$ cat src/rtl/alu_seq_driver_pkg.sv
// Shared constants for the sequential ALU front-end: function codes,
// flag bit positions and the collection/execute state encoding.
package alu_seq_driver_pkg;

    localparam logic [2:0] ALU_SUB = 3'd0;
    localparam logic [2:0] ALU_ADD = 3'd1;
    localparam logic [2:0] ALU_AND = 3'd2;
    localparam logic [2:0] ALU_OR  = 3'd3;
    localparam logic [2:0] ALU_XOR = 3'd4;
    localparam logic [2:0] ALU_SRL = 3'd5;
    localparam logic [2:0] ALU_SLL = 3'd6;
    localparam logic [2:0] ALU_SRA = 3'd7;

    localparam int T_EQ  = 0;
    localparam int T_SLT = 1;
    localparam int T_ULT = 2;

    typedef enum logic [2:0] {
        S_A   = 3'd0,
        S_B   = 3'd1,
        S_F   = 3'd2,
        S_EX  = 3'd3,
        S_OUT = 3'd4
    } state_t;

endpackage

$ cat src/rtl/alu_seq_driver_alu.sv
// Combinational ALU: eight operations on a/b selected by f, plus
// unsigned-less, signed-less and equality flags.
module alu
    import alu_seq_driver_pkg::*;
#(
    parameter int WIDTH = 32
) (
    input  logic [WIDTH-1:0] a,
    input  logic [WIDTH-1:0] b,
    input  logic [2:0]       f,
    output logic [WIDTH-1:0] y,
    output logic [2:0]       t
);

    // Comparison flags packed at their fixed bit positions.
    function automatic logic [2:0] cmp_flags(input logic [WIDTH-1:0] x,
                                             input logic [WIDTH-1:0] z);
        logic [2:0] r;
        r        = 3'b000;
        r[T_EQ]  = (x == z);
        r[T_SLT] = ($signed(x) < $signed(z));
        r[T_ULT] = (x < z);
        return r;
    endfunction

    // Result mux; shift amount is always the low five bits of b.
    always_comb begin
        y = {WIDTH{1'b0}};
        case (f)
            ALU_SUB: y = a - b;
            ALU_ADD: y = a + b;
            ALU_AND: y = a & b;
            ALU_OR:  y = a | b;
            ALU_XOR: y = a ^ b;
            ALU_SRL: y = a >> b[4:0];
            ALU_SLL: y = a << b[4:0];
            ALU_SRA: y = $signed(a) >>> b[4:0];
            default: y = {WIDTH{1'b0}};
        endcase
    end

    // Flags depend only on the operands, not on f.
    always_comb begin
        t = cmp_flags(a, b);
    end

endmodule

$ cat src/rtl/alu_seq_driver.sv
// Sequential ALU front-end: collects A, B, F as three beats on one stream,
// runs the ALU once, and holds the registered result until it is taken.
module alu_seq_driver
    import alu_seq_driver_pkg::*;
#(
    parameter int WIDTH = 32,
    parameter int CNT_W = 16
) (
    input  logic             clk,
    input  logic             rst,
    input  logic             in_valid,
    output logic             in_ready,
    input  logic [WIDTH-1:0] in_data,
    input  logic             clear,
    output logic             out_valid,
    input  logic             out_ready,
    output logic [WIDTH-1:0] out_y,
    output logic [2:0]       out_t,
    output logic             busy,
    output logic [CNT_W-1:0] op_count
);

    state_t             state_r;
    state_t             state_s;
    logic [WIDTH-1:0]   a_r;
    logic [WIDTH-1:0]   b_r;
    logic [2:0]         f_r;
    logic [WIDTH-1:0]   out_y_r;
    logic [2:0]         out_t_r;
    logic [CNT_W-1:0]   op_count_r;
    logic               in_ready_s;
    logic               accept_s;
    logic [WIDTH-1:0]   alu_y_s;
    logic [2:0]         alu_t_s;

    alu #(
        .WIDTH(WIDTH)
    ) u_alu (
        .a(a_r),
        .b(b_r),
        .f(f_r),
        .y(alu_y_s),
        .t(alu_t_s)
    );

    assign accept_s  = in_valid & in_ready_s;
    assign in_ready  = in_ready_s;
    assign out_valid = (state_r == S_OUT);
    assign busy      = (state_r != S_A);
    assign out_y     = out_y_r;
    assign out_t     = out_t_r;
    assign op_count  = op_count_r;

    // Next state and ready; ready never looks at in_valid, and clear both
    // drops ready and rewinds collection so an offered beat is not taken.
    always_comb begin
        state_s    = state_r;
        in_ready_s = 1'b0;
        case (state_r)
            S_A: begin
                in_ready_s = ~clear & ~rst;
                if (clear) begin
                    state_s = S_A;
                end else if (accept_s) begin
                    state_s = S_B;
                end else begin
                    state_s = S_A;
                end
            end
            S_B: begin
                in_ready_s = ~clear & ~rst;
                if (clear) begin
                    state_s = S_A;
                end else if (accept_s) begin
                    state_s = S_F;
                end else begin
                    state_s = S_B;
                end
            end
            S_F: begin
                in_ready_s = ~clear & ~rst;
                if (clear) begin
                    state_s = S_A;
                end else if (accept_s) begin
                    state_s = S_EX;
                end else begin
                    state_s = S_F;
                end
            end
            S_EX: begin
                state_s = S_OUT;
            end
            S_OUT: begin
                if (out_ready) begin
                    state_s = S_A;
                end else begin
                    state_s = S_OUT;
                end
            end
            default: begin
                state_s = S_A;
            end
        endcase
    end

    // State, operand capture, result capture and completion count.
    always_ff @(posedge clk or posedge rst) begin
        if (rst) begin
            state_r    <= S_A;
            a_r        <= {WIDTH{1'b0}};
            b_r        <= {WIDTH{1'b0}};
            f_r        <= 3'b000;
            out_y_r    <= {WIDTH{1'b0}};
            out_t_r    <= 3'b000;
            op_count_r <= {CNT_W{1'b0}};
        end else begin
            state_r <= state_s;
            case (state_r)
                S_A: begin
                    if (accept_s) a_r <= in_data;
                end
                S_B: begin
                    if (accept_s) b_r <= in_data;
                end
                S_F: begin
                    if (accept_s) f_r <= in_data[2:0];
                end
                S_EX: begin
                    out_y_r <= alu_y_s;
                    out_t_r <= alu_t_s;
                end
                S_OUT: begin
                    if (out_ready) op_count_r <= op_count_r + {{(CNT_W-1){1'b0}}, 1'b1};
                end
                default: begin
                    op_count_r <= op_count_r;
                end
            endcase
        end
    end

endmodule

$ cat config.mk
export PLATFORM = sky130hd
export DESIGN_NAME = alu_seq_driver
export DESIGN_NICKNAME = d
export VERILOG_FILES = /design/src/rtl/alu_seq_driver_pkg.sv /design/src/rtl/alu_seq_driver_alu.sv /design/src/rtl/alu_seq_driver.sv
export SDC_FILE = /design/constraint.sdc
export NUM_CORES = 1
export LEC_CHECK = 0
export ABC_AREA = 1
export CELL_PAD_IN_SITES_DETAIL_PLACEMENT = 1
export CELL_PAD_IN_SITES_GLOBAL_PLACEMENT = 2
export CORE_ASPECT_RATIO = 1.5
export CORE_MARGIN = 2
export CORE_UTILIZATION = 32
export CTS_BUF_LIST = sky130_fd_sc_hd__clkbuf_16
export CTS_CLUSTER_DIAMETER = 120
export DETAILED_ROUTE_END_ITERATION = 6
export HOLD_SLACK_MARGIN = 0.15
export PLACE_DENSITY_LB_ADDON = 0.1
export SLEW_MARGIN = 20
export SYNTH_ARGS = -nofsm -noshare
export SYNTH_HDL_FRONTEND = slang
export SYNTH_SLANG_ARGS = --single-unit
$ cat constraint.sdc
create_clock -name clk -period 5.2 [get_ports clk]
set_input_delay 0.78 -clock clk [delete_from_list [all_inputs] [get_ports clk]]
set_output_delay 0.78 -clock clk [all_outputs]
set_load 0.1 [all_outputs]
==> flow_metrics.py <==
metrics = {
    "worst_setup_path": {
        "rr_startpoint": "a_r[22]",
        "critical_path.endpoint_type": "register",
        "critPathKind": "reg2reg",
        "worstPathCellList": "inv_1 -> ha_1 -> nand2_1 -> inv_1 -> nand2_1 -> nor3_1 -> nand3_1 -> nand2_1 -> nand2_1 -> nand3_1 -> nand2_1 -> nor2_1 -> nor2_1",
        "cp.required_ps": 5550,
        "start_kind": "register",
        "r2r_cells": 13,
        "timing.critical_path.mode_cell": "nand2_1",
        "cp-startpoint": "a_r[22]",
        "slowest_delay_ps": 610,
        "crit_fanout": 10,
        "crit_arrival_ps": 3670,
        "cp_slowest_cell": "dfrtp_1",
    },
    "detailed_routing": {
        "finalWirelength_um": 80400,
        "vias": 17500,
        "drcViolationCount": 0,
        "viasPerCell": 5.39,
        "postRouteAntennaNets": 0,
        "dr.pass1.iters": 5,
        "wl_per_cell_um": 24.8,
        "drt_iter0_markers": 1140,
    },
    "global_route": {
        "grt.busiest_layer": "met2",
        "grt_pass1_vias": 18400,
        "use_met1_pct": 36.6,
        "use_met2_pct": 61.7,
        "antenna_found_initial": 1,
        "grt_pass1_wl_um": 118000,
        "grt_usage_pct": 33.1,
        "grt_max_degree": 76,
        "grt_overflow_total": 0,
        "grtUsageMet3_pct": 2.77,
    },
    "clocking": {
        "cts.path.max_buffers": 2,
        "cts_root_buffer": "clkbuf_16",
        "cts_tree": "yes",
        "hold_buffers": 0,
        "clkSlewWorstSetupHoldPaths_ps": 70,
        "htree_levels": 4,
        "clk-insertion-delay-late_ps": 470,
        "cts_buffers": 17,
        "cts_resized": 0,
        "cts.sinks": 121,
        "post_cts_buffers": 0,
    },
    "placement": {
        "placed_cell_area_um2": 16200,
        "hpwl_um": 65500,
        "place.gp.congestion": 0.951,
        "pre_cts_ws_ps": 1850,
        "io_buffer_count": 90,
    },
    "power_and_ir_drop": {
        "cellLeakagePower_nw": 8.85,
        "ir_drop_mv": 0.277,
        "power_density_nw_per_um2": 513,
    },
    "worst_hold_path": {
        "min_from": "op_count[15]",
        "hold_depth": 1,
        "hold_class": "reg2reg",
    },
    "synth": {
        "ys.flop_type": "dfrtp_1",
        "yosysWarnings": 0,
        "synth_top_area_share_pct": 22.2,
        "ys_seq_area_share_pct": 20.2,
        "synthTopCellsByArea": "nand2_1 (22%), dfrtp_1 (20%), nand3_1 (14%)",
        "async_reset_ff_share_pct": 100,
        "synth_edf_count": 0,
        "syn-num-nets": 2755,
        "syn_area_per_cell_um2": 5.72,
        "ys_seq_elements": 121,
        "synth_top_cell_by_area": "nand2_1",
        "syn-instance-count": 2618,
        "synth_cell_types": 48,
        "synth_area_um2": 15000,
        "yosysMostFrequentCell": "nand2_1",
        "synth_common_cells": "nand2_1 (885), nand3_1 (409), inv_1 (371)",
    },
    "timing": {
        "slew_headroom_pct": 31.7,
        "tightestPinTransition_ps": 1020,
        "drv_slew": 0,
        "finalHoldViolCount": 0,
        "fin_tns_setup_ps": 0,
        "fin_crit_sh_pct": 63.7,
        "skew_ps": 13.0,
        "setup_violations": 0,
        "rsz0062_at_grt": "no",
        "setup_slack_ps": 1890,
        "fin_crit_ps": 3310,
        "max_freq_mhz": 302,
    },
    "final_layout": {
        "final_area_um2": 16700,
        "fin_util_pct": 35.9,
        "n_fill_cell": 6240,
        "syn_to_final_growth_pct": 11.4,
        "drive_gt1_share_pct": 4.09,
        "final_nets": 2767,
    },
    "floorplan": {
        "num_rows": 97,
        "die_height_um": 269,
        "start_util_pct": 32.2,
        "die_area_um2": 48600,
        "ios": 91,
        "fp.dieW_um": 181,
        "core-area_um2": 46500,
    },
    "run": {
        "maxCapViolCount": 0,
    },
    "outcome": {
        "outcome": "completed",
    },
}
## area by class of cell
class                           instances  area, µm²  area share (%)
Multi-Input combinational cell       2001       9910            59.3
Sequential cell                       121       3030            18.2
Inverter                              380       1430            8.58
Timing Repair Buffer                  109       1040            6.24
Tap cell                              594        743            4.45
Clock buffer                           17        425            2.55
Clock inverter                         15        113           0.674
Antenna cell                            1       2.50          0.0150
## cell families after synthesis
group | after synthesis | synth area share, %
compound gates | 270 | 9.93
xor+xnor | 23 | 1.34
fa+ha+maj | 100 | 8.45
buf+inv | 496 | 13.8
flops | 121 | 20.2
simple gates | 1608 | 46.3
## registers in the layout, indices dropped and copies added (netlist names)
name	flops
b_r	32
op_count	16
a_r	32
state_r	3
out_y	32
out_t	3
f_r	3
## path summary, 6_finish.rpt
kind,endpoint,slack (ps)
worst max-delay path,out_y[28],1890
worst min-delay path,op_count[15],480
worst max register to register,out_y[28],1890
worst min register to register,op_count[15],480
max in group asynchronous,out_y[8],3170
min in group asynchronous,op_count[4],720
## critical path: cells and delay by family (launching register included)
kind | cells | cell delay, ps
buffers and inverters | 2 | 220
AND/OR/NAND/NOR | 10 | 1790
adder cells (fa/ha/maj) | 1 | 570
flip-flops | 1 | 610
## metrics by stage
step / std cells / total power [mW] / hold WS (ps)
final: 3238 / 8.57 / 475
after global placement: 3205 / 7.29 / 465
after CTS: 3237 / 8.55 / 481
after global routing: 3237 / 9.19 / 510
after detailed placement: 3205 / 7.36 / 467
after floorplan: 2618 / 5.35 / 478
## cell usage in the layout (no fill, tap or decap), drive strengths merged, types with 4 or more instances in the layout
| cell type | n |
|---|---|
| nand4 | 29 |
| o211ai | 17 |
| clkdlybuf4s50 | 89 |
| and3 | 5 |
| nand3b | 9 |
| xor2 | 16 |
| nand3 | 414 |
| clkinv | 4 |
| nor2 | 209 |
| buf | 20 |
| o21bai | 11 |
| nor4 | 4 |
| ha | 98 |
| clkbuf | 17 |
| and2 | 13 |
| a21oi | 83 |
| inv | 388 |
| nor3 | 22 |
| o21ai | 126 |
| or2 | 13 |
| xnor2 | 7 |
| o221ai | 4 |
| nand2 | 889 |
| dfrtp | 121 |
| o22ai | 22 |
## where the power goes
part	total, mW	switching [mW]	internal (mW)
clock network	1.16	0.548	0.616
registers	1.50	0.347	1.16
logic	5.90	4.41	1.49
## layer usage
metal	vias to the layer above	part of all wire, %
li1	8318	-
met1	8591	39
met2	394	52
met3	149	3.0
met4	0	6.2
met5	-	0
(Power assumes the default switching activity.)
